$ cat config.mk
export PLATFORM = sky130hd
export DESIGN_NAME = key_debounce
export DESIGN_NICKNAME = d
export VERILOG_FILES = /design/src/rtl/key_debounce.sv
export SDC_FILE = /design/constraint.sdc
export NUM_CORES = 1
export LEC_CHECK = 0
export CORE_ASPECT_RATIO = 0.8
export CORE_MARGIN = 5
export CORE_UTILIZATION = 40
export CTS_CLUSTER_DIAMETER = 200
export DETAILED_ROUTE_END_ITERATION = 16
export GPL_ROUTABILITY_DRIVEN = 0
export GPL_TIMING_DRIVEN = 0
export SYNTH_ARGS = -nofsm -noshare
export SYNTH_HDL_FRONTEND = slang
export SYNTH_SLANG_ARGS = --single-unit
export TNS_END_PERCENT = 10
$ cat constraint.sdc
create_clock -name CLK -period 5.1 [get_ports CLK]
set_input_delay 1.02 -clock CLK [delete_from_list [all_inputs] [get_ports CLK]]
set_output_delay 1.02 -clock CLK [all_outputs]
set_load 0.01 [all_outputs]
$ cat src/rtl/key_debounce.sv
// key_debounce
//
// Turns the raw calculator keypad into clean single-cycle key strobes for the
// calculator core. The 14 raw key lines are synchronised, a single key must be
// seen stable for DEB_CYCLES+1 consecutive samples before it strobes, and the
// keypad must then read all-released for DEB_CYCLES+1 consecutive samples
// before another key is accepted. Chords (two or more keys together) are
// never accepted as a new press.
//
// Parameters
//   DEB_CYCLES : stable samples required beyond the first (1 .. 2^CNT_W-1)
//   CNT_W      : width of the debounce counter
//
// Ports
//   CLK       : system clock, rising edge
//   RST       : synchronous reset, active low
//   raw_key   : asynchronous active-high buttons
//               [9:0] digits 0-9, [10] plus, [11] minus, [12] equal, [13] ce
//   decimal   : one-hot digit strobe, bit n is digit n
//   plus      : plus strobe
//   minus     : minus strobe
//   equal     : equal strobe
//   ce        : clear-entry strobe
//   busy      : high whenever the FSM is not idle
//   state_dbg : current FSM state (IDLE=0, PRESS=1, FIRE=2, HOLD=3, RELEASE=4)

module key_debounce #(
    parameter int DEB_CYCLES = 4,
    parameter int CNT_W      = 18
) (
    input  logic        CLK,
    input  logic        RST,
    input  logic [13:0] raw_key,
    output logic [9:0]  decimal,
    output logic        plus,
    output logic        minus,
    output logic        equal,
    output logic        ce,
    output logic        busy,
    output logic [2:0]  state_dbg
);

    typedef enum logic [2:0] {
        IDLE    = 3'd0,
        PRESS   = 3'd1,
        FIRE    = 3'd2,
        HOLD    = 3'd3,
        RELEASE = 3'd4
    } state_t;

    // Counter value on the last required stable sample.
    localparam logic [CNT_W-1:0] CNT_LAST = CNT_W'(DEB_CYCLES - 1);

    state_t            state;
    state_t            state_nxt;
    logic [13:0]       s1;
    logic [13:0]       s2;
    logic [13:0]       code;
    logic [13:0]       code_nxt;
    logic [CNT_W-1:0]  cnt;
    logic [CNT_W-1:0]  cnt_nxt;
    logic              s2_onehot;

    // Two-flop synchroniser on every key line.
    always_ff @(posedge CLK) begin
        if (!RST) begin
            s1 <= '0;
            s2 <= '0;
        end else begin
            s1 <= raw_key;
            s2 <= s1;
        end
    end

    // Exactly one bit set: non-zero, and clearing the lowest set bit leaves zero.
    assign s2_onehot = (s2 != '0) && ((s2 & (s2 - 14'd1)) == '0);

    // State register together with the captured key and debounce counter.
    always_ff @(posedge CLK) begin
        if (!RST) begin
            state <= IDLE;
            code  <= '0;
            cnt   <= '0;
        end else begin
            state <= state_nxt;
            code  <= code_nxt;
            cnt   <= cnt_nxt;
        end
    end

    // Next-state logic. The counter is compared before it is incremented, so
    // it never exceeds CNT_LAST and cannot wrap.
    always_comb begin
        state_nxt = state;
        code_nxt  = code;
        cnt_nxt   = cnt;
        case (state)
            IDLE: begin
                if (s2_onehot) begin
                    code_nxt  = s2;
                    cnt_nxt   = '0;
                    state_nxt = PRESS;
                end
            end
            PRESS: begin
                if (s2 != code) begin
                    state_nxt = IDLE;
                end else if (cnt == CNT_LAST) begin
                    state_nxt = FIRE;
                end else begin
                    cnt_nxt = CNT_W'(cnt + 1'b1);
                end
            end
            FIRE: begin
                state_nxt = HOLD;
            end
            HOLD: begin
                // Extra keys while held are ignored; only a full release counts.
                if (s2 == '0) begin
                    cnt_nxt   = '0;
                    state_nxt = RELEASE;
                end
            end
            RELEASE: begin
                if (s2 != '0) begin
                    state_nxt = HOLD;
                end else if (cnt == CNT_LAST) begin
                    state_nxt = IDLE;
                end else begin
                    cnt_nxt = CNT_W'(cnt + 1'b1);
                end
            end
            default: begin
                state_nxt = IDLE;
            end
        endcase
    end

    // Output decode. code is one-hot, so at most one strobe is ever high.
    always_comb begin
        decimal = '0;
        plus    = 1'b0;
        minus   = 1'b0;
        equal   = 1'b0;
        ce      = 1'b0;
        busy    = (state != IDLE);
        if (state == FIRE) begin
            decimal = code[9:0];
            plus    = code[10];
            minus   = code[11];
            equal   = code[12];
            ce      = code[13];
        end
    end

    assign state_dbg = state;

endmodule

==> results of run 1 <==
[cells by family after synthesis]
| family | Yosys count |
|---|---|
| xor+xnor | 16 |
| buf+inv | 19 |
| flops | 63 |
| fa+ha+maj | 3 |
| mux | 15 |
| simple gates | 142 |
| compound gates | 56 |
[cells in the mapped netlist (2+ instances only)]
cell / instances
sky130_fd_sc_hd__xnor2_1: 9
sky130_fd_sc_hd__nor3_1: 6
sky130_fd_sc_hd__o21ai_0: 12
sky130_fd_sc_hd__nand3b_1: 2
sky130_fd_sc_hd__clkbuf_1: 9
sky130_fd_sc_hd__buf_2: 5
sky130_fd_sc_hd__and2_1: 45
sky130_fd_sc_hd__dfxtp_1: 63
sky130_fd_sc_hd__a31oi_1: 2
sky130_fd_sc_hd__nor4_1: 4
sky130_fd_sc_hd__mux2i_1: 15
sky130_fd_sc_hd__a21oi_1: 15
sky130_fd_sc_hd__and3_1: 8
sky130_fd_sc_hd__a21boi_1: 4
sky130_fd_sc_hd__nor2_1: 9
sky130_fd_sc_hd__or4_1: 10
sky130_fd_sc_hd__maj3_1: 2
sky130_fd_sc_hd__o31ai_1: 10
sky130_fd_sc_hd__nand2_1: 14
sky130_fd_sc_hd__a21boi_0: 4
sky130_fd_sc_hd__nand4_1: 3
sky130_fd_sc_hd__nor2b_1: 15
sky130_fd_sc_hd__or3_1: 9
sky130_fd_sc_hd__inv_1: 4
sky130_fd_sc_hd__xor2_1: 7
sky130_fd_sc_hd__nand3_1: 10
[flip-flops by register name, summed over array words and instances, names as in the netlist]
register   cells
cnt           18
code          14
s1            14
s2            14
state_dbg      3
[critical path, stage by stage (launching register included)]
cell,delay (ns)
sky130_fd_sc_hd__dfxtp_1,0.34
sky130_fd_sc_hd__buf_2,0.19
sky130_fd_sc_hd__nand2b_1,0.19
sky130_fd_sc_hd__nor2_1,0.22
sky130_fd_sc_hd__clkbuf_1,0.39
sky130_fd_sc_hd__and2_1,0.23
sky130_fd_sc_hd__clkdlybuf4s50_1,0.55
[worst max-delay path by stage]
stage            startpoint          to  slack [ns]  cells past startpoint
3_3_place_gp   state_dbg[2]  decimal[1]        1.98                      6
2_1_floorplan         s2[1]     cnt[14]        2.36                      9
3_5_place_dp   state_dbg[2]  decimal[1]        1.97                      6
4_1_cts        state_dbg[2]  decimal[1]        1.58                      6
5_1_grt        state_dbg[2]  decimal[1]        1.47                      6
6_report       state_dbg[2]  decimal[1]        1.63                      6
[through the flow]
stage | total power [µW] | setup slack (ns) | util [%]
floorplan | 657 | 2.36 | -
global placement | 711 | 1.98 | 48.0
detailed placement | 712 | 1.97 | 48.0
CTS | 1200 | 1.58 | 51.3
global route | 1250 | 1.47 | 51.3
finish | 1190 | 1.63 | 51.3
[cell usage in the layout, fill, tap and decap left out, types with 3 or more instances in the layout]
cell type / n
sky130_fd_sc_hd__dfxtp_1: 63
sky130_fd_sc_hd__and2_1: 45
sky130_fd_sc_hd__clkdlybuf4s50_1: 33
sky130_fd_sc_hd__nor2b_1: 15
sky130_fd_sc_hd__mux2i_1: 15
sky130_fd_sc_hd__a21oi_1: 15
sky130_fd_sc_hd__nand2_1: 14
sky130_fd_sc_hd__o21ai_0: 12
sky130_fd_sc_hd__nand3_1: 10
sky130_fd_sc_hd__o31ai_1: 10
sky130_fd_sc_hd__or4_1: 10
sky130_fd_sc_hd__clkbuf_8: 10
sky130_fd_sc_hd__clkbuf_1: 9
sky130_fd_sc_hd__nor2_1: 9
sky130_fd_sc_hd__or3_1: 9
sky130_fd_sc_hd__xnor2_1: 9
sky130_fd_sc_hd__and3_1: 8
sky130_fd_sc_hd__xor2_1: 7
sky130_fd_sc_hd__nor3_1: 6
sky130_fd_sc_hd__buf_2: 5
sky130_fd_sc_hd__nor4_1: 4
sky130_fd_sc_hd__inv_1: 4
sky130_fd_sc_hd__a21boi_1: 4
sky130_fd_sc_hd__a21boi_0: 4
sky130_fd_sc_hd__nand4_1: 3
[area by class of cell]
type / count / area (µm²)
buffer: 15 / 70.1
tap: 87 / 109
fill: 668 / 3410
clock buffer: 10 / 138
inverter: 4 / 15.0
timing repair buffer: 33 / 330
sequential: 63 / 1260
multi-input combinational: 232 / 1570
clock inverter: 6 / 92.6
[where the power goes]
| group | internal [µW] | leakage [µW] | total [µW] | switching, µW |
|---|---|---|---|---|
| Clock | 291 | 0.000109 | 491 | 200 |
| Sequential | 509 | 0.000514 | 522 | 13.3 |
| Combinational | 80.9 | 0.000691 | 178 | 97.0 |
[routing by layer]
layer  global-route usage, %  vias up  routed length, µm
met5                       0        -                  0
met4                    4.53        0                 41
met3                    5.96        4                405
met2                    19.3       65               2540
met1                    22.0     1051               3420
li1                        -     1208                  -
==> impl_table.tex, run 1 <==
\begin{tabular}{lr}
\hline
Metric & Value \\
\hline
\multicolumn{2}{l}{\textbf{Synthesis}} \\
\quad Post-Synth Adder-Cell Area & between 1 and 1.5\% \\
\quad Post-Synthesis Cells & 314 \\
\quad Xor/xnor share of the synthesized area & under 10\% \\
\quad Count of flip-flops with a built-in enable after synthesis & 0 \\
\quad Avg Cell Area, Syn & slightly above 9 µm² \\
\quad Proportion of synthesized chip area in sequential cells & between 40\% and 50\% \\
\quad Combinational family with the most area after synthesis & simple AND/OR/NAND/NOR gates \\
\quad Mux cell area share after synthesis & under 10\% \\
\quad Post-synth top area cell & sky130\_fd\_sc\_hd\_\_dfxtp\_1 \\
\quad Share of synthesized flip-flops with an asynchronous set or reset & 0\% \\
\quad Share of the synthesized area in compound gates (AO/OA/AOI/OAI) & between 10\% and 20\% \\
\quad Fraction of synthesized cell area taken by the top area cell type & a little over two fifths \\
\quad Netlist area before placement & about 3000 µm² \\
\quad Basic-gate share of the synthesized area counting and, or, nand and nor cells & between 20\% and 30\% \\
\quad Syn. warnings & 0 \\
\quad Area contributors post-synth & sky130\_fd\_sc\_hd\_\_dfxtp\_1 43\%, sky130\_fd\_sc\_hd\_\_and2\_1 9.7\%, sky130\_fd\_sc\_hd\_\_mux2i\_1 5.1\% \\
\quad Distinct cells, synth & 44 \\
\quad Number of storage elements in the synthesis netlist & 63 \\
\quad Leading register cell type out of synthesis & sky130\_fd\_sc\_hd\_\_dfxtp\_1 \\
\quad Synthesized Nets & 331 \\
\multicolumn{2}{l}{\textbf{Cells and area}} \\
\quad Ant. Diodes & 0 \\
\quad Final instance area & between 3000 and 4000 µm² \\
\quad Layout overhead on the synthesized area & 23.0\% \\
\quad Layout Nets & $\sim$380 \\
\quad Final cell count without fillers & 450 \\
\quad Layout cell share with drive strength beyond 1 & between 7 and 8\% \\
\multicolumn{2}{l}{\textbf{STA}} \\
\quad Setup repair after global routing missed its margin & false \\
\quad Final number of max-transition violations & 0 \\
\quad Highest Clock Rate & between 200 and 300 MHz \\
\quad Number of endpoints failing setup at the final stage & 0 \\
\quad Post-route setup TNS & 0 ns \\
\quad Worst hold slack & between 0.4 and 0.5 ns \\
\quad Tmin final & 3.47 ns \\
\quad Fin. Hold Viols & 0 \\
\quad Relative slew slack & between 60\% and 70\% \\
\quad Tcrit/Tclk final & a little under 70\% \\
\quad Least-Margin Pin Slew & roughly 0.55 ns \\
\quad Setup clock skew after layout & around 0.01 ns \\
\multicolumn{2}{l}{\textbf{Worst setup path}} \\
\quad Crit Reg-Reg Startpoint & s2[2] \\
\quad R2R cell count & 9 \\
\quad Capturing element type of the critical path & primary output \\
\quad WS Path Type & flop to primary output \\
\quad Destination of the worst register-to-register timing path & cnt[14] \\
\quad Worst EP arrival & 2.45 ns \\
\quad Required @ worst endpoint & 4.08 ns \\
\quad Worst-path fanout max & 10 \\
\quad Critical Path Start Type & flop \\
\quad Flop2flop setup slack & 2.08 ns \\
\multicolumn{2}{l}{\textbf{Clock tree}} \\
\quad Inserted Clock Buffers & 9 \\
\quad Number of levels the H-tree was split into & 3 \\
\quad Latest clock arrival within the worst-skew pair & between 0.3 and 0.4 ns \\
\quad Post-cts gate resize count & 0 \\
\quad Setup Fix Bufs, Post-CTS & 0 \\
\quad Worst-path clk slew & around 0.080 ns \\
\quad CTS tree & built \\
\quad Post-cts hold buffer count & 0 \\
\quad Num Clock Sinks & between 60 and 70 \\
\quad Clk Tree Root Cell & sky130\_fd\_sc\_hd\_\_clkbuf\_8 \\
\quad Maximum number of buffers from clock root to sink & 2 \\
\multicolumn{2}{l}{\textbf{Place}} \\
\quad Post-placement cell count & between 400 and 500 \\
\quad Instance area after placement & around 3400 µm² \\
\quad HPWL after detailed placement & around 4700 µm \\
\quad Port bufs & 33 \\
\multicolumn{2}{l}{\textbf{Routing}} \\
\quad Routed vias/inst & a little over 5 \\
\quad DRT Wirelength & roughly 6400 µm \\
\quad Final routed wire length divided by cell count & about 14 µm \\
\quad Number of antenna-violating nets in the routed design & 0 \\
\quad 1st-pass router iterations & 4 \\
\quad Total DRC errors in the routed layout & 0 \\
\quad DRT iter0 DRCs & 178 \\
\quad Vias & around 2.3k \\
\multicolumn{2}{l}{\textbf{Worst hold path}} \\
\quad Hold Crit Class & flop to flop \\
\quad Hold path startpoint & s1[2] \\
\quad Hold path endpoint & s2[2] \\
\quad Cell count of the worst hold path & 1 \\
\multicolumn{2}{l}{\textbf{Die}} \\
\quad Die width & 105 µm \\
\quad Die ar. & 9110 µm² \\
\quad Number of I/O pins & 34 \\
\quad Y dimension of the die & 86.4 µm \\
\quad Std-Cell Core Area & 6990 µm² \\
\quad Effective utilization at floorplan & a little over two fifths \\
\quad Row count & 27 \\
\multicolumn{2}{l}{\textbf{Power}} \\
\quad Static leakage & around 0.0013 µW \\
\quad P per Cell Area & around 330 nW/µm² \\
\quad Peak supply drop & approximately 0.00016 V \\
\multicolumn{2}{l}{\textbf{Outcome}} \\
\quad Outcome & finished clean \\
\multicolumn{2}{l}{\textbf{Global route}} \\
\quad Maximum number of pins on one net before global-route repair & 13 \\
\quad First-pass GRT wire length & approximately 11000 µm \\
\quad Global-route usage over all layers & 14.9\% \\
\quad Vias in the first global route & 2149 \\
\quad Initial antenna violation count & 0 \\
\quad Leftover overflow at the end of global routing & 0 \\
\multicolumn{2}{l}{\textbf{Job}} \\
\quad Number of max-cap violations & 0 \\
\hline
\end{tabular}
(Power assumes the default switching activity.)
==> run 2, diff against run 1 <==
==> constraint.sdc (replaced) <==
create_clock -name CLK -period 3.4 [get_ports CLK]
set_input_delay 0.68 -clock CLK [delete_from_list [all_inputs] [get_ports CLK]]
set_output_delay 0.68 -clock CLK [all_outputs]
set_load 0.01 [all_outputs]
==> results of run 2 <==
Same layout as run 1 (identical final DEF). Status: finished clean.
Main changes from that run: setup slack after placement 1.97 ns -> 0.389 ns; setup slack after layout 1.63 ns -> 0.267 ns; register-to-register setup slack 2.08 ns -> 0.38 ns; total power 1190 µW -> 1790 µW; worst IR drop on VDD 0.000156 V -> 0.000235 V
